<file path="src/rtl/mem_access_stage.sv">
// Memory-access stage: ALU results pass straight through; loads and stores run a
// registered request/acknowledge transaction on the data bus while stalling upstream.
module mem_access_stage (
    input  logic        clk,
    input  logic        resetn,
    input  logic        ex_valid,
    input  logic [3:0]  ex_mem_op,
    input  logic [31:0] ex_mem_addr,
    input  logic [31:0] ex_store_data,
    input  logic [31:0] ex_wdata,
    input  logic [4:0]  ex_wd,
    input  logic        ex_wreg,
    output logic        dbus_req,
    output logic        dbus_we,
    output logic [31:0] dbus_addr,
    output logic [3:0]  dbus_be,
    output logic [31:0] dbus_wdata,
    input  logic        dbus_ack,
    input  logic [31:0] dbus_rdata,
    output logic [31:0] mem_wdata,
    output logic [4:0]  mem_wd,
    output logic        mem_wreg,
    output logic        mem_exc,
    output logic        stall_req
);

    localparam logic [3:0] OP_NONE = 4'd0;
    localparam logic [3:0] OP_LB   = 4'd1;
    localparam logic [3:0] OP_LBU  = 4'd2;
    localparam logic [3:0] OP_LH   = 4'd3;
    localparam logic [3:0] OP_LHU  = 4'd4;
    localparam logic [3:0] OP_LW   = 4'd5;
    localparam logic [3:0] OP_SB   = 4'd6;
    localparam logic [3:0] OP_SH   = 4'd7;
    localparam logic [3:0] OP_SW   = 4'd8;

    typedef enum logic [1:0] {
        S_IDLE = 2'd0,
        S_BUSY = 2'd1,
        S_DONE = 2'd2
    } state_t;

    function automatic logic f_is_load(input logic [3:0] op);
        return (op >= OP_LB) && (op <= OP_LW);
    endfunction

    function automatic logic f_is_store(input logic [3:0] op);
        return (op >= OP_SB) && (op <= OP_SW);
    endfunction

    function automatic logic f_misaligned(input logic [3:0] op, input logic [1:0] lane);
        logic bad;
        case (op)
            OP_LH, OP_LHU, OP_SH: bad = lane[0];
            OP_LW, OP_SW:         bad = |lane;
            default:              bad = 1'b0;
        endcase
        return bad;
    endfunction

    function automatic logic [3:0] f_store_be(input logic [3:0] op, input logic [1:0] lane);
        logic [3:0] be;
        case (op)
            OP_SB:   be = 4'b0001 << lane;
            OP_SH:   be = lane[1] ? 4'b1100 : 4'b0011;
            default: be = 4'b1111;
        endcase
        return be;
    endfunction

    function automatic logic [31:0] f_store_wdata(input logic [3:0] op, input logic [31:0] d);
        logic [31:0] wd;
        case (op)
            OP_SB:   wd = {4{d[7:0]}};
            OP_SH:   wd = {2{d[15:0]}};
            default: wd = d;
        endcase
        return wd;
    endfunction

    // Picks the addressed lane out of the read word and extends it to 32 bits.
    function automatic logic [31:0] f_load_extract(input logic [3:0] op, input logic [1:0] lane,
                                                   input logic [31:0] rdata);
        logic signed [7:0]  byte_s;
        logic signed [15:0] half_s;
        logic signed [31:0] ext_s;
        case (lane)
            2'd0:    byte_s = rdata[7:0];
            2'd1:    byte_s = rdata[15:8];
            2'd2:    byte_s = rdata[23:16];
            default: byte_s = rdata[31:24];
        endcase
        half_s = lane[1] ? rdata[31:16] : rdata[15:0];
        case (op)
            OP_LB:   ext_s = byte_s;
            OP_LBU:  ext_s = {24'h0, byte_s};
            OP_LH:   ext_s = half_s;
            OP_LHU:  ext_s = {16'h0, half_s};
            default: ext_s = rdata;
        endcase
        return ext_s;
    endfunction

    state_t      r_state;
    state_t      w_next;
    logic [3:0]  r_op;
    logic [1:0]  r_lane;
    logic [4:0]  r_wd;
    logic        r_wreg;
    logic [31:0] r_load_data;

    logic w_is_load;
    logic w_is_store;
    logic w_access;
    logic w_misaligned;
    logic w_start;
    logic w_ack;

    assign w_is_load    = f_is_load(ex_mem_op);
    assign w_is_store   = f_is_store(ex_mem_op);
    assign w_access     = ex_valid && (w_is_load || w_is_store);
    assign w_misaligned = f_misaligned(ex_mem_op, ex_mem_addr[1:0]);
    assign w_start      = (r_state == S_IDLE) && w_access && !w_misaligned;
    // An ack only counts while a request is actually outstanding.
    assign w_ack        = (r_state == S_BUSY) && dbus_req && dbus_ack;

    // Control state and bus registers.
    always_ff @(posedge clk) begin
        if (!resetn) begin
            r_state     <= S_IDLE;
            r_op        <= OP_NONE;
            dbus_req    <= 1'b0;
            dbus_we     <= 1'b0;
            dbus_addr   <= 32'h0;
            dbus_be     <= 4'h0;
            dbus_wdata  <= 32'h0;
            r_load_data <= 32'h0;
        end else begin
            r_state <= w_next;
            if (w_start) begin
                r_op       <= ex_mem_op;
                dbus_req   <= 1'b1;
                dbus_we    <= w_is_store;
                dbus_addr  <= {ex_mem_addr[31:2], 2'b00};
                dbus_be    <= w_is_store ? f_store_be(ex_mem_op, ex_mem_addr[1:0]) : 4'b1111;
                dbus_wdata <= w_is_store ? f_store_wdata(ex_mem_op, ex_store_data) : 32'h0;
            end else if (w_ack) begin
                dbus_req    <= 1'b0;
                r_load_data <= f_load_extract(r_op, r_lane, dbus_rdata);
            end
        end
    end

    // Write-back context held for the duration of the access.
    always_ff @(posedge clk) begin
        if (w_start) begin
            r_lane <= ex_mem_addr[1:0];
            r_wd   <= ex_wd;
            r_wreg <= ex_wreg;
        end
    end

    always_comb begin
        w_next    = r_state;
        mem_wdata = 32'h0;
        mem_wd    = 5'h0;
        mem_wreg  = 1'b0;
        mem_exc   = 1'b0;
        stall_req = 1'b0;
        case (r_state)
            S_IDLE: begin
                if (w_start) begin
                    stall_req = 1'b1;
                    w_next    = S_BUSY;
                end else if (w_access) begin
                    mem_exc = 1'b1;
                end else begin
                    mem_wdata = ex_wdata;
                    mem_wd    = ex_wd;
                    mem_wreg  = ex_wreg && ex_valid;
                end
            end
            S_BUSY: begin
                stall_req = 1'b1;
                if (w_ack) begin
                    w_next = S_DONE;
                end
            end
            S_DONE: begin
                // Upstream advances on this edge, so returning to IDLE cannot retrigger.
                w_next = S_IDLE;
                if (f_is_load(r_op)) begin
                    mem_wdata = r_load_data;
                    mem_wd    = r_wd;
                    mem_wreg  = r_wreg;
                end
            end
            default: w_next = S_IDLE;
        endcase
        if (!resetn) begin
            mem_wdata = 32'h0;
            mem_wd    = 5'h0;
            mem_wreg  = 1'b0;
            mem_exc   = 1'b0;
            stall_req = 1'b0;
        end
    end

endmodule
</file>
<file path="config.mk">
export PLATFORM = sky130hd
export DESIGN_NAME = mem_access_stage
export DESIGN_NICKNAME = d
export VERILOG_FILES = /design/src/rtl/mem_access_stage.sv
export SDC_FILE = /design/constraint.sdc
export NUM_CORES = 1
export LEC_CHECK = 0
export BUFFER_PORTS_ARGS = -buffer_cell sky130_fd_sc_hd__buf_2
export CORE_UTILIZATION = 45
export CTS_BUF_LIST = sky130_fd_sc_hd__clkbuf_8
export CTS_CLUSTER_DIAMETER = 80
export DETAILED_ROUTE_END_ITERATION = 12
export HOLD_SLACK_MARGIN = 0.1
export MAX_ROUTING_LAYER = met4
export PLACE_DENSITY = 0.91
export SLEW_MARGIN = 20
export SYNTH_ARGS = -nofsm -noshare
export SYNTH_HDL_FRONTEND = slang
export SYNTH_SLANG_ARGS = --single-unit
</file>
<file path="constraint.sdc">
create_clock -name clk -period 2.03 [get_ports clk]
set_clock_uncertainty 0.15 [all_clocks]
set_input_delay 0.3045 -clock clk [delete_from_list [all_inputs] [get_ports clk]]
set_output_delay 0.3045 -clock clk [all_outputs]
set_load 0.02 [all_outputs]
</file>
==> metrics.txt, run 1 <==
# TYPE chip_impl_metric gauge
chip_impl_metric{name="routability_congestion_estimate_from_global_placement",unit=""} 0.891
chip_impl_metric{name="synth_compound_gate_area_share",unit=""} 0.234
chip_impl_metric{name="finalSetupViolations",unit=""} 39
chip_impl_metric{name="total_power",unit="uW"} 6720
chip_impl_info{name="yosys.cell_count.top_type",value="sky130_fd_sc_hd__nand2_1"} 1
chip_impl_metric{name="post_synthesis_mux_area_share",unit=""} 0.141
chip_impl_metric{name="fp_rows",unit=""} 41
chip_impl_metric{name="placement.io_buffers",unit=""} 249
chip_impl_info{name="yosys.area.top_type",value="sky130_fd_sc_hd__dfxtp_1"} 1
chip_impl_metric{name="timing.critical_path.fanout_max",unit=""} 6
chip_impl_metric{name="insertedDiodeCount",unit=""} 0
chip_impl_info{name="path_common_cell",value="sky130_fd_sc_hd__buf_6"} 1
chip_impl_metric{name="layoutNonFillerInstCount",unit=""} 1198
chip_impl_metric{name="detail-route-antenna-nets",unit=""} 0
chip_impl_metric{name="first_global_vias",unit=""} 6933
chip_impl_metric{name="detailedPlacementHpwl",unit="mm"} 13.5
chip_impl_metric{name="final_util",unit=""} 0.782
chip_impl_info{name="synth.area.top_cells",value="sky130_fd_sc_hd__dfxtp_1, sky130_fd_sc_hd__mux2i_1, sky130_fd_sc_hd__nand2_1"} 1
chip_impl_metric{name="grt_usage",unit=""} 0.363
chip_impl_metric{name="h-tree-depth",unit=""} 4
chip_impl_metric{name="synthSimpleGateAreaFrac",unit=""} 0.159
chip_impl_metric{name="dr.pass1.iters",unit=""} 5
chip_impl_info{name="worst_setup_path_start_kind",value="register"} 1
chip_impl_metric{name="synth_adder_area_share",unit=""} 0
chip_impl_info{name="r2r-end",value="r_load_data[11]$_SDFFE_PN0P_"} 1
chip_impl_info{name="ctsRootBufferMaster",value="sky130_fd_sc_hd__clkbuf_8"} 1
chip_impl_metric{name="initial_utilization",unit=""} 0.462
chip_impl_metric{name="finish.net_count",unit=""} 1155
chip_impl_metric{name="area_of_the_multi_input_gates",unit="mm^2"} 0.00344
chip_impl_metric{name="worst_slew_margin_rel",unit=""} 0.571
chip_impl_metric{name="die_width",unit="um"} 116
chip_impl_metric{name="viasPerCell",unit=""} 6.14
chip_impl_info{name="worst_path_cell_trace",value="a211o_1 -> nor3_4 -> buf_6 -> clkbuf_16 -> a22oi_2 -> nor2_4 -> buf_6"} 1
chip_impl_metric{name="fillerInstances",unit=""} 703
chip_impl_metric{name="cell_leakage_power",unit="uW"} 0.00434
chip_impl_metric{name="cap_violations",unit=""} 0
chip_impl_metric{name="avgSynthCellArea",unit="um^2"} 9.09
chip_impl_metric{name="fin_crit",unit="ns"} 2.63
chip_impl_info{name="setup.worst_path.end_class",value="output pin"} 1
chip_impl_metric{name="drive_gt1_frac",unit=""} 0.441
chip_impl_metric{name="syn_area",unit="mm^2"} 0.00583
chip_impl_metric{name="async_flop_share",unit=""} 0
chip_impl_metric{name="final.hold.worst_slack",unit="ns"} 0.129
chip_impl_metric{name="synth_cell_type_count",unit=""} 57
chip_impl_metric{name="wirelength",unit="mm"} 27.2
chip_impl_metric{name="grt_antenna_before_repair",unit=""} 0
chip_impl_metric{name="cts.clk_slew.worst_paths",unit="ns"} 0.07
chip_impl_metric{name="tritoncts.num_buffers",unit=""} 17
chip_impl_metric{name="floorplan.die.height",unit="um"} 116
chip_impl_info{name="tritoncts",value="built"} 1
chip_impl_metric{name="cp.arrival",unit="ns"} 2.17
chip_impl_metric{name="crit_path_max_incr_delay",unit="ns"} 0.37
chip_impl_metric{name="final.setup.worst_slack",unit="ns"} -0.599
chip_impl_info{name="rsz0062_at_grt",value="true"} 1
chip_impl_metric{name="power.density_cell_area",unit="mW/mm^2"} 681
chip_impl_metric{name="numPlacedInstances",unit=""} 1052
chip_impl_metric{name="r2r_setup_slk",unit="ns"} 0
chip_impl_metric{name="synth_seq_area_share",unit=""} 0.405
chip_impl_info{name="setup.worst_path.class",value="reg -> out"} 1
chip_impl_metric{name="ir_drop",unit="V"} 0.000501
chip_impl_metric{name="ys_seq_elements",unit=""} 114
chip_impl_metric{name="worstSkewPairLatency",unit="ns"} 0.43
chip_impl_metric{name="detail_route.drc_violations",unit=""} 0
chip_impl_metric{name="top_level_ports",unit=""} 252
chip_impl_metric{name="vias",unit=""} 7355
chip_impl_metric{name="cp.required",unit="ns"} 1.58
chip_impl_metric{name="clock_sinks",unit=""} 114
chip_impl_info{name="min-delay-start",value="ex_mem_op[1]"} 1
chip_impl_info{name="crit_path_top_delay_cell",value="sky130_fd_sc_hd__dfxtp_4"} 1
chip_impl_metric{name="worst_pin_slew",unit="ns"} 0.625
chip_impl_metric{name="worst_hold_path.num_cells",unit=""} 4
chip_impl_metric{name="pin_count_of_the_biggest_net_entering_global_routing",unit=""} 86
chip_impl_metric{name="die_area",unit="mm^2"} 0.0134
chip_impl_metric{name="register_area",unit="mm^2"} 0.00237
chip_impl_metric{name="finalCritPeriodShare",unit=""} 1.29
chip_impl_info{name="violations",value="negative setup slack"} 1
chip_impl_metric{name="timing.fmax",unit="MHz"} 380
chip_impl_info{name="worstReg2RegStart",value="r_state[0]$_SDFFE_PN0P_"} 1
chip_impl_metric{name="core_area",unit="mm^2"} 0.0126
chip_impl_metric{name="overflow",unit=""} 0
chip_impl_info{name="largest_family_of_logic_cells_by_synthesized_area",value="compound AO/OA/AOI/OAI gates"} 1
chip_impl_metric{name="synth_top_area_frac",unit=""} 0.364
chip_impl_metric{name="netlist_instances",unit=""} 642
chip_impl_metric{name="synth.yosys.warnings",unit=""} 0
chip_impl_metric{name="tns",unit="ns"} -15.28
chip_impl_metric{name="synth_to_final_area_change",unit="%"} 69.1
chip_impl_info{name="status",value="complete, but fails checks"} 1
chip_impl_metric{name="hold_violations",unit=""} 0
chip_impl_info{name="netlist_top_cells_count",value="sky130_fd_sc_hd__nand2_1, sky130_fd_sc_hd__dfxtp_1, sky130_fd_sc_hd__mux2i_1"} 1
chip_impl_info{name="min_to",value="r_op[1]$_SDFFE_PN0P_"} 1
chip_impl_metric{name="synth_edf_count",unit=""} 8
chip_impl_metric{name="route.detailed.wl_per_inst",unit="um"} 22.7
chip_impl_metric{name="drt-initial-drc-count",unit=""} 805
chip_impl_metric{name="clock_tree.buffer_depth",unit=""} 2
chip_impl_metric{name="final_max_slew_viol_count",unit=""} 0
chip_impl_metric{name="timing.reg2reg.worst_path_depth",unit=""} 5
chip_impl_metric{name="synth_xor_xnor_area_share",unit=""} 0
chip_impl_metric{name="grt_pass1_wl",unit="mm"} 35.7
chip_impl_info{name="synth-main-ff-cell",value="sky130_fd_sc_hd__dfxtp_1"} 1
chip_impl_info{name="holdCritPathClass",value="in -> reg"} 1
[how the worst max path moves through the flow]
stage                               startpoint  cells after the start       endpoint  slack [ns]
final                     r_op[1]$_SDFFE_PN0P_                      7  mem_wdata[20]       -0.60
after global routing      r_op[1]$_SDFFE_PN0P_                      7   mem_wdata[4]       -0.74
after CTS                 r_op[2]$_SDFFE_PN0P_                      7   mem_wdata[7]       -0.42
after detailed placement          ex_mem_op[0]                      7       mem_wreg       -0.42
after global placement            ex_mem_op[0]                      7       mem_wreg       -0.37
after floorplan                   ex_mem_op[0]                      7  mem_wdata[11]       -0.21
[routing by layer]
layer | wire length [um] | vias up | share of wire | global-route usage
li1 | - | 3081 | - | -
met1 | 8860 | 3363 | 0.33 | 0.374
met2 | 13000 | 709 | 0.48 | 0.615
met3 | 3470 | 202 | 0.13 | 0.104
met4 | 1850 | 0 | 0.068 | 0.215
met5 | 0 | - | 0 | -
[cell type report]
class | count | area share
multi-input combinational | 463 | 0.349
timing repair buffer | 414 | 0.339
sequential | 114 | 0.241
clock buffer | 20 | 0.0279
tap | 172 | 0.0218
clock inverter | 12 | 0.0205
inverter | 3 | 0.00140
[critical path, delay by kind of cell (launching register included)]
family / cells / cell delay [ns]
buf+inv: 3 / 0.50
simple gates: 2 / 0.39
compound gates: 2 / 0.48
flops: 1 / 0.37
[where the power goes]
part	total, uW	switching, uW	internal (uW)
clock network	2580	1020	1570
registers	2410	59.1	2350
logic	1730	937	792
total	6720	2010	4710
[layout by cell type (no fill, tap or decap), drive strengths merged, types with 5 or more instances in the layout]
| cell | count |
|---|---|
| a21oi | 27 |
| a22o | 7 |
| a22oi | 44 |
| a31oi | 10 |
| a32o | 8 |
| buf | 307 |
| bufinv | 5 |
| clkbuf | 27 |
| clkinv | 5 |
| dfxtp | 106 |
| dlygate4sd3 | 96 |
| edfxtp | 8 |
| mux2i | 64 |
| mux4 | 8 |
| nand2 | 120 |
| nor2 | 52 |
| o21ai | 42 |
| o22ai | 24 |
| o32a | 7 |
[per-stage QoR]
stage	worst slack (ns)	instance area [um^2]
floorplan	-0.207	6010
global placement	-0.369	7640
detailed placement	-0.416	7640
CTS	-0.420	9320
global route	-0.743	9870
finish	-0.599	9870
[flip-flops by register name, indices dropped and copies added, names as in the netlist]
name / count
dbus_wdata: 32
r_load_data: 32
dbus_addr: 30
r_wd: 5
dbus_be: 4
r_op: 4
r_lane: 2
r_state: 2
dbus_req: 1
dbus_we: 1
r_wreg: 1
[cells by family (layout without fill, tap and decap cells)]
family | after synthesis | in the layout
other cells | 1 | 2
compound gates | 185 | 185
simple gates | 204 | 204
buf+inv | 66 | 449
mux | 72 | 72
flops | 114 | 114
[timing repair]
| item | 4_1_cts | 5_1_grt |
|---|---|---|
| setup endpoints to repair | 40 | 60 |
| buffers inserted | 3 | 4 |
| pin swaps | 6 | 23 |
| gates resized for setup | 50 | 86 |
| cloned | 1 | 10 |
| hold buffers | 100 | 0 |
| endpoints found under the hold margin | 98 | 0 |
Note: power is estimated with default switching activity, not from simulation.
==> run 2, diff against run 1 <==
SETUP_SLACK_MARGIN = 0.05   (was not set)
==> run 2 against run 1 <==
  * Wire length down 0.87%
  * Fmax is 4.4% higher
  * Critical path type unchanged
  * Sequential cell count did not move
  * Clock power is 14% lower
  * Global-route usage shrank 0.54 points
  * The flow still finishes with violations (negative setup slack)
==> metrics.txt, run 2 (synthesis gave the netlist of run 1 again) <==
# TYPE chip_impl_metric gauge
chip_impl_metric{name="timing.critical_path.fanout_max",unit=""} 6
chip_impl_info{name="top_regs",value="dbus_wdata: 32 flops, r_load_data: 32 flops, dbus_addr: 30 flops"} 1
chip_impl_metric{name="tritoncts.num_buffers",unit=""} 17
chip_impl_metric{name="detailedPlacementHpwl",unit="mm"} 13.3
chip_impl_info{name="path_common_cell",value="sky130_fd_sc_hd__buf_6"} 1
chip_impl_info{name="worstReg2RegStart",value="r_lane[1]$_DFFE_PP_"} 1
chip_impl_metric{name="cts.clk_slew.worst_paths",unit="ns"} 0.07
chip_impl_metric{name="die_width",unit="um"} 116
chip_impl_metric{name="grt_usage",unit=""} 0.358
chip_impl_info{name="holdCritPathClass",value="in -> reg"} 1
chip_impl_metric{name="cap_violations",unit=""} 0
chip_impl_info{name="setup.worst_path.class",value="reg -> out"} 1
chip_impl_metric{name="placement.io_buffers",unit=""} 249
chip_impl_metric{name="h-tree-depth",unit=""} 4
chip_impl_metric{name="die_area",unit="mm^2"} 0.0134
chip_impl_info{name="layout_commonest_cell",value="sky130_fd_sc_hd__buf_2"} 1
chip_impl_metric{name="fp_rows",unit=""} 41
chip_impl_metric{name="viasPerCell",unit=""} 6.05
chip_impl_metric{name="routability_congestion_estimate_from_global_placement",unit=""} 0.928
chip_impl_metric{name="worstSkewPairLatency",unit="ns"} 0.43
chip_impl_info{name="status",value="complete, but fails checks"} 1
chip_impl_metric{name="drt-initial-drc-count",unit=""} 1045
chip_impl_info{name="worst_setup_path_start_kind",value="register"} 1
chip_impl_metric{name="ir_drop",unit="V"} 0.000580
chip_impl_info{name="violations",value="negative setup slack"} 1
chip_impl_metric{name="numPlacedInstances",unit=""} 1053
chip_impl_metric{name="cp.required",unit="ns"} 1.58
chip_impl_metric{name="cell_leakage_power",unit="uW"} 0.00433
chip_impl_metric{name="first_global_vias",unit=""} 6977
chip_impl_metric{name="cp.arrival",unit="ns"} 2.06
chip_impl_metric{name="tns",unit="ns"} -16.06
chip_impl_metric{name="final_max_slew_viol_count",unit=""} 0
chip_impl_metric{name="core_area",unit="mm^2"} 0.0126
chip_impl_metric{name="top_level_ports",unit=""} 252
chip_impl_info{name="crit_start",value="r_op[2]$_SDFFE_PN0P_"} 1
chip_impl_metric{name="dr.pass1.iters",unit=""} 7
chip_impl_metric{name="insertedDiodeCount",unit=""} 0
chip_impl_metric{name="layoutNonFillerInstCount",unit=""} 1204
chip_impl_metric{name="clock_sinks",unit=""} 114
chip_impl_metric{name="drive_gt1_frac",unit=""} 0.456
chip_impl_metric{name="synth_to_final_area_change",unit="%"} 69.3
chip_impl_info{name="ctsRootBufferMaster",value="sky130_fd_sc_hd__clkbuf_8"} 1
chip_impl_metric{name="worst_slew_margin_rel",unit=""} 0.555
chip_impl_metric{name="crit_path_max_incr_delay",unit="ns"} 0.34
chip_impl_metric{name="floorplan.die.height",unit="um"} 116
chip_impl_metric{name="vias",unit=""} 7280
chip_impl_metric{name="overflow",unit=""} 0
chip_impl_info{name="tritoncts",value="built"} 1
chip_impl_info{name="crit_path_top_delay_cell",value="sky130_fd_sc_hd__dfxtp_2"} 1
chip_impl_metric{name="pin_count_of_the_biggest_net_entering_global_routing",unit=""} 110
chip_impl_info{name="worst_path_cell_trace",value="a211o_1 -> nor3_4 -> buf_4 -> buf_6 -> buf_16 -> a22oi_2 -> nor2_2 -> buf_6"} 1
chip_impl_metric{name="worst_pin_slew",unit="ns"} 0.649
chip_impl_metric{name="initial_utilization",unit=""} 0.462
chip_impl_metric{name="wirelength",unit="mm"} 26.9
chip_impl_metric{name="finish.net_count",unit=""} 1161
chip_impl_metric{name="clock_tree.buffer_depth",unit=""} 2
chip_impl_metric{name="fin_crit",unit="ns"} 2.52
chip_impl_info{name="rsz0062_at_grt",value="true"} 1
chip_impl_metric{name="detail-route-antenna-nets",unit=""} 0
chip_impl_metric{name="fillerInstances",unit=""} 744
chip_impl_info{name="min-delay-start",value="ex_mem_op[2]"} 1
chip_impl_metric{name="finalSetupViolations",unit=""} 54
chip_impl_metric{name="hold_violations",unit=""} 0
chip_impl_metric{name="finalCritPeriodShare",unit=""} 1.24
chip_impl_metric{name="route.detailed.wl_per_inst",unit="um"} 22.4
chip_impl_metric{name="final.setup.worst_slack",unit="ns"} -0.489
chip_impl_metric{name="grt_antenna_before_repair",unit=""} 0
chip_impl_metric{name="grt_pass1_wl",unit="mm"} 35.1
chip_impl_metric{name="power.density_cell_area",unit="mW/mm^2"} 643
chip_impl_metric{name="detail_route.drc_violations",unit=""} 0
chip_impl_metric{name="timing.fmax",unit="MHz"} 397
chip_impl_info{name="setup.worst_path.end_class",value="output pin"} 1
chip_impl_info{name="layout.cells.most_common_list",value="sky130_fd_sc_hd__buf_2, sky130_fd_sc_hd__nand2_1, sky130_fd_sc_hd__dfxtp_1"} 1
==> run 2: final timing paths <==
check	endpoint	slack (ns)	cells past startpoint
setup reg to reg	r_load_data[30]$_SDFFE_PN0P_	-0.08	5
hold reg to reg	dbus_addr[8]$_SDFFE_PN0P_	0.31	2
hold / removal	r_op[2]$_SDFFE_PN0P_	0.13	4
setup / recovery	mem_wdata[10]	-0.49	8
==> run 2: layout make-up <==
class	instances	area, um^2	share of cell area
multi-input cells	463	3490	0.354
repair buffers	420	3380	0.342
flip-flops and latches	114	2370	0.240
well taps	172	215	0.0218
inverters	3	18.8	0.00190
clock inverters	12	128	0.0129
clock buffers	20	275	0.0279
==> run 2: layer usage <==
layer | vias to the layer above | global-route usage | share of wire | wire length, um
li1 | 3091 | - | - | -
met1 | 3362 | 0.361 | 0.34 | 9020
met5 | - | - | 0 | 0
met3 | 179 | 0.110 | 0.12 | 3120
met2 | 648 | 0.593 | 0.48 | 13000
met4 | 0 | 0.245 | 0.068 | 1820
==> run 2: metrics by stage <==
step / power [uW] / setup slack (ns) / hold slack (ns) / instance area [um^2] / util
6_report: 6350 / -0.489 / 0.133 / 9880 / 0.783
3_3_place_gp: 3700 / -0.314 / 0.283 / 7690 / 0.609
4_1_cts: 6120 / -0.391 / 0.101 / 9450 / 0.749
2_1_floorplan: 3240 / -0.206 / 0.253 / 6030 / -
3_5_place_dp: 3730 / -0.349 / 0.294 / 7690 / 0.609
5_1_grt: 6530 / -0.568 / 0.119 / 9880 / 0.783
==> run 2: what timing repair did <==
item / 4_1_cts / 5_1_grt
setup buffers: 6 / 9
endpoints found under the setup margin: 40 / 69
pin swaps: 9 / 31
endpoints found under the hold margin: 100 / 0
hold buffers: 100 / 0
resized for setup: 87 / 53
gates cloned: 2 / 6
==> run 2: power by group <==
part,total (uW),switching (uW),internal [uW]
Sequential,2410,59.4,2350
Clock,2220,1030,1190
Combinational,1720,923,793
==> run 2: worst max-delay path, delay by kind of cell (launching register included) <==
| kind | cells | cell delay, ns |
|---|---|---|
| AO/OA/AOI/OAI | 2 | 0.41 |
| buffers and inverters | 4 | 0.57 |
| flip-flops | 1 | 0.34 |
| AND/OR/NAND/NOR | 2 | 0.32 |
==> run 3, diff against run 2 <==
RECOVER_POWER = 100   (was not set)
==> run 3 against run 2 <==
  * The run still ends with negative setup slack left
  * Via count down 0.69%
  * Fmax is 0.40% lower
  * Clock-buffer cell count is the same
  * Worst hold slack about the same
  * Critical path depth did not move
  * Non-clock buffer count is the same
  * Setup slack worse by 0.010 ns
  * First-iteration DRC count down 7.8%
==> metrics.txt, run 3 (synthesis gave the netlist of run 1 again) <==
# TYPE chip_impl_metric gauge
chip_impl_info{name="top_regs",value="dbus_wdata: 32 flops, r_load_data: 32 flops, dbus_addr: 30 flops"} 1
chip_impl_metric{name="cp.arrival",unit="ns"} 2.07
chip_impl_info{name="setup.worst_path.class",value="reg -> out"} 1
chip_impl_metric{name="total_power",unit="uW"} 6300
chip_impl_metric{name="switching_share",unit=""} 0.318
chip_impl_metric{name="pin_count_of_the_biggest_net_entering_global_routing",unit=""} 110
chip_impl_metric{name="final_max_slew_viol_count",unit=""} 0
chip_impl_metric{name="r2r_setup_slk",unit="ns"} -0.09
chip_impl_metric{name="intPower",unit="uW"} 4300
chip_impl_metric{name="worst_slew_margin_rel",unit=""} 0.576
chip_impl_info{name="status",value="complete, but fails checks"} 1
chip_impl_metric{name="grt_antenna_before_repair",unit=""} 0
chip_impl_metric{name="worstSkewPairLatency",unit="ns"} 0.44
chip_impl_info{name="layout.cells.most_common_list",value="sky130_fd_sc_hd__buf_2, sky130_fd_sc_hd__nand2_1, sky130_fd_sc_hd__dfxtp_1"} 1
chip_impl_metric{name="timing.fmax",unit="MHz"} 395
chip_impl_metric{name="core_area",unit="mm^2"} 0.0126
chip_impl_metric{name="routability_congestion_estimate_from_global_placement",unit=""} 0.928
chip_impl_info{name="r2r-end",value="r_load_data[30]$_SDFFE_PN0P_"} 1
chip_impl_info{name="path_common_cell",value="sky130_fd_sc_hd__buf_6"} 1
chip_impl_metric{name="detail_route.drc_violations",unit=""} 0
chip_impl_metric{name="floorplan.die.height",unit="um"} 116
chip_impl_metric{name="worst_pin_slew",unit="ns"} 0.618
chip_impl_info{name="worst_setup_path_start_kind",value="register"} 1
chip_impl_metric{name="cap_violations",unit=""} 0
chip_impl_metric{name="crit_path_max_incr_delay",unit="ns"} 0.34
chip_impl_metric{name="detailedPlacementHpwl",unit="mm"} 13.3
chip_impl_metric{name="fin_area",unit="mm^2"} 0.00973
chip_impl_info{name="setup.worst_path.end",value="mem_wdata[10]"} 1
chip_impl_metric{name="synth_to_final_area_change",unit="%"} 66.8
chip_impl_metric{name="vias",unit=""} 7230
chip_impl_metric{name="switching_power",unit="uW"} 2010
chip_impl_metric{name="timing.critical_path.fanout_max",unit=""} 6
chip_impl_metric{name="ir_drop",unit="V"} 0.000574
chip_impl_metric{name="final.setup.worst_slack",unit="ns"} -0.499
chip_impl_metric{name="placement.io_buffers",unit=""} 249
chip_impl_metric{name="clock_power_share",unit=""} 0.351
chip_impl_metric{name="sequential_group_share_of_total_power",unit=""} 0.383
chip_impl_metric{name="route.detailed.wl_per_inst",unit="um"} 22.3
chip_impl_info{name="worst_path_cell_trace",value="a211o_1 -> nor3_4 -> buf_4 -> buf_6 -> buf_16 -> a22oi_2 -> nor2_2 -> buf_6"} 1
chip_impl_info{name="holdCritPathClass",value="in -> reg"} 1
chip_impl_metric{name="placed_area",unit="mm^2"} 0.00769
chip_impl_info{name="rsz0062_at_grt",value="true"} 1
chip_impl_metric{name="h-tree-depth",unit=""} 4
chip_impl_metric{name="die_area",unit="mm^2"} 0.0134
chip_impl_metric{name="die_width",unit="um"} 116
chip_impl_info{name="worstReg2RegStart",value="r_lane[1]$_DFFE_PP_"} 1
chip_impl_metric{name="initial_utilization",unit=""} 0.462
chip_impl_metric{name="share_comb_of_total_power",unit=""} 0.266
chip_impl_metric{name="final.hold.worst_slack",unit="ns"} 0.133
chip_impl_metric{name="viasPerCell",unit=""} 6.00
chip_impl_metric{name="tritoncts.num_buffers",unit=""} 17
chip_impl_metric{name="finalSetupViolations",unit=""} 54
chip_impl_metric{name="clock_tree.buffer_depth",unit=""} 2
chip_impl_metric{name="fin_crit",unit="ns"} 2.53
chip_impl_metric{name="overflow",unit=""} 0
chip_impl_metric{name="wirelength",unit="mm"} 26.9
chip_impl_metric{name="power.density_cell_area",unit="mW/mm^2"} 648
chip_impl_metric{name="cts.clk_slew.worst_paths",unit="ns"} 0.07
chip_impl_info{name="layout_commonest_cell",value="sky130_fd_sc_hd__buf_2"} 1
chip_impl_metric{name="grt_pass1_wl",unit="mm"} 35.1
chip_impl_metric{name="drt-initial-drc-count",unit=""} 964
chip_impl_metric{name="cp.required",unit="ns"} 1.58
chip_impl_info{name="crit_start",value="r_op[2]$_SDFFE_PN0P_"} 1
chip_impl_metric{name="final_util",unit=""} 0.771
chip_impl_metric{name="insertedDiodeCount",unit=""} 0
chip_impl_metric{name="fp_rows",unit=""} 41
chip_impl_metric{name="cell_leakage_power",unit="uW"} 0.00400
chip_impl_info{name="tritoncts",value="built"} 1
chip_impl_metric{name="clock_sinks",unit=""} 114
chip_impl_metric{name="detail-route-antenna-nets",unit=""} 0
chip_impl_metric{name="finalCritPeriodShare",unit=""} 1.25
chip_impl_metric{name="grt_usage",unit=""} 0.358
chip_impl_metric{name="drive_gt1_frac",unit=""} 0.381
chip_impl_metric{name="finish.net_count",unit=""} 1161
chip_impl_metric{name="dr.pass1.iters",unit=""} 8
chip_impl_metric{name="first_global_vias",unit=""} 6977
chip_impl_info{name="setup.worst_path.end_class",value="output pin"} 1
chip_impl_info{name="crit_path_top_delay_cell",value="sky130_fd_sc_hd__dfxtp_2"} 1
chip_impl_metric{name="top_level_ports",unit=""} 252
chip_impl_metric{name="hold_violations",unit=""} 0
chip_impl_info{name="ctsRootBufferMaster",value="sky130_fd_sc_hd__clkbuf_8"} 1
chip_impl_info{name="violations",value="negative setup slack"} 1
chip_impl_metric{name="tns",unit="ns"} -16.30
chip_impl_metric{name="timing.reg2reg.worst_path_depth",unit=""} 5
[run 3: changes by cell type in the layout (fill, tap and decap cells not counted), moves of 3 or more]
| cell | delta |
|---|---|
| sky130_fd_sc_hd__clkbuf_2 | +5 |
| sky130_fd_sc_hd__buf_2 | -76 |
| sky130_fd_sc_hd__buf_12 | -3 |
| sky130_fd_sc_hd__clkbuf_1 | +76 |
| sky130_fd_sc_hd__buf_4 | -3 |
[run 3: how the worst min path moves through the flow]
stage,start,cells after the start,to,slack (ns)
2_1_floorplan,ex_mem_addr[0],0,r_lane[0]$_DFFE_PP_,0.25
3_3_place_gp,dbus_we$_SDFFE_PN0P_,2,dbus_we$_SDFFE_PN0P_,0.28
3_5_place_dp,dbus_addr[22]$_SDFFE_PN0P_,2,dbus_addr[22]$_SDFFE_PN0P_,0.29
4_1_cts,dbus_rdata[12],3,r_load_data[12]$_SDFFE_PN0P_,0.10
5_1_grt,ex_mem_op[2],4,r_op[2]$_SDFFE_PN0P_,0.12
6_report,ex_mem_op[2],4,r_op[2]$_SDFFE_PN0P_,0.13
[run 3: final cells by class]
class | instances | area (um^2)
multi-input combinational | 463 | 3490
timing repair buffer | 420 | 3240
fill | 809 | 2890
sequential | 114 | 2370
clock buffer | 20 | 275
tap | 172 | 215
clock inverter | 12 | 128
inverter | 3 | 18.8
[run 3: worst max-delay path, delay by kind of cell, from the launching register on]
| kind | cells | cell delay [ns] |
|---|---|---|
| DFF | 1 | 0.34 |
| buffers and inverters | 4 | 0.57 |
| AOI/OAI and AO/OA | 2 | 0.41 |
| and+or+nand+nor | 2 | 0.32 |
[run 3: per-layer routing]
layer  GRT usage  vias to the layer above  part of all wire
met1       0.361                     3333              0.34
met2       0.593                      641              0.49
met4       0.245                        0             0.063
li1            -                     3094                 -
met5           -                        -                 0
met3       0.110                      162              0.11
[run 3: per-stage QoR]
step | std cells | setup WS [ns]
2_1_floorplan | 643 | -0.206
3_3_place_gp | 1053 | -0.314
3_5_place_dp | 1053 | -0.349
4_1_cts | 1193 | -0.391
5_1_grt | 1204 | -0.568
6_report | 1204 | -0.499
[run 3: power groups by stage]
| stage | clock (uW) | combinational, uW | sequential (uW) |
|---|---|---|---|
| 2_1_floorplan | 0 | 718 | 2520 |
| 3_3_place_gp | 0 | 1260 | 2440 |
| 3_5_place_dp | 0 | 1280 | 2450 |
| 4_1_cts | 2200 | 1510 | 2400 |
| 5_1_grt | 2320 | 1760 | 2420 |
| 6_report | 2210 | 1680 | 2410 |
[run 3: repair_timing]
| action | CTS | global route |
|---|---|---|
| gates cloned | 2 | 6 |
| gates resized for setup | 87 | 53 |
| pin swaps | 9 | 31 |
| hold buffers | 100 | 0 |
| setup endpoints to repair | 40 | 69 |
| hold endpoints to repair | 100 | 0 |
| buffers inserted | 6 | 9 |
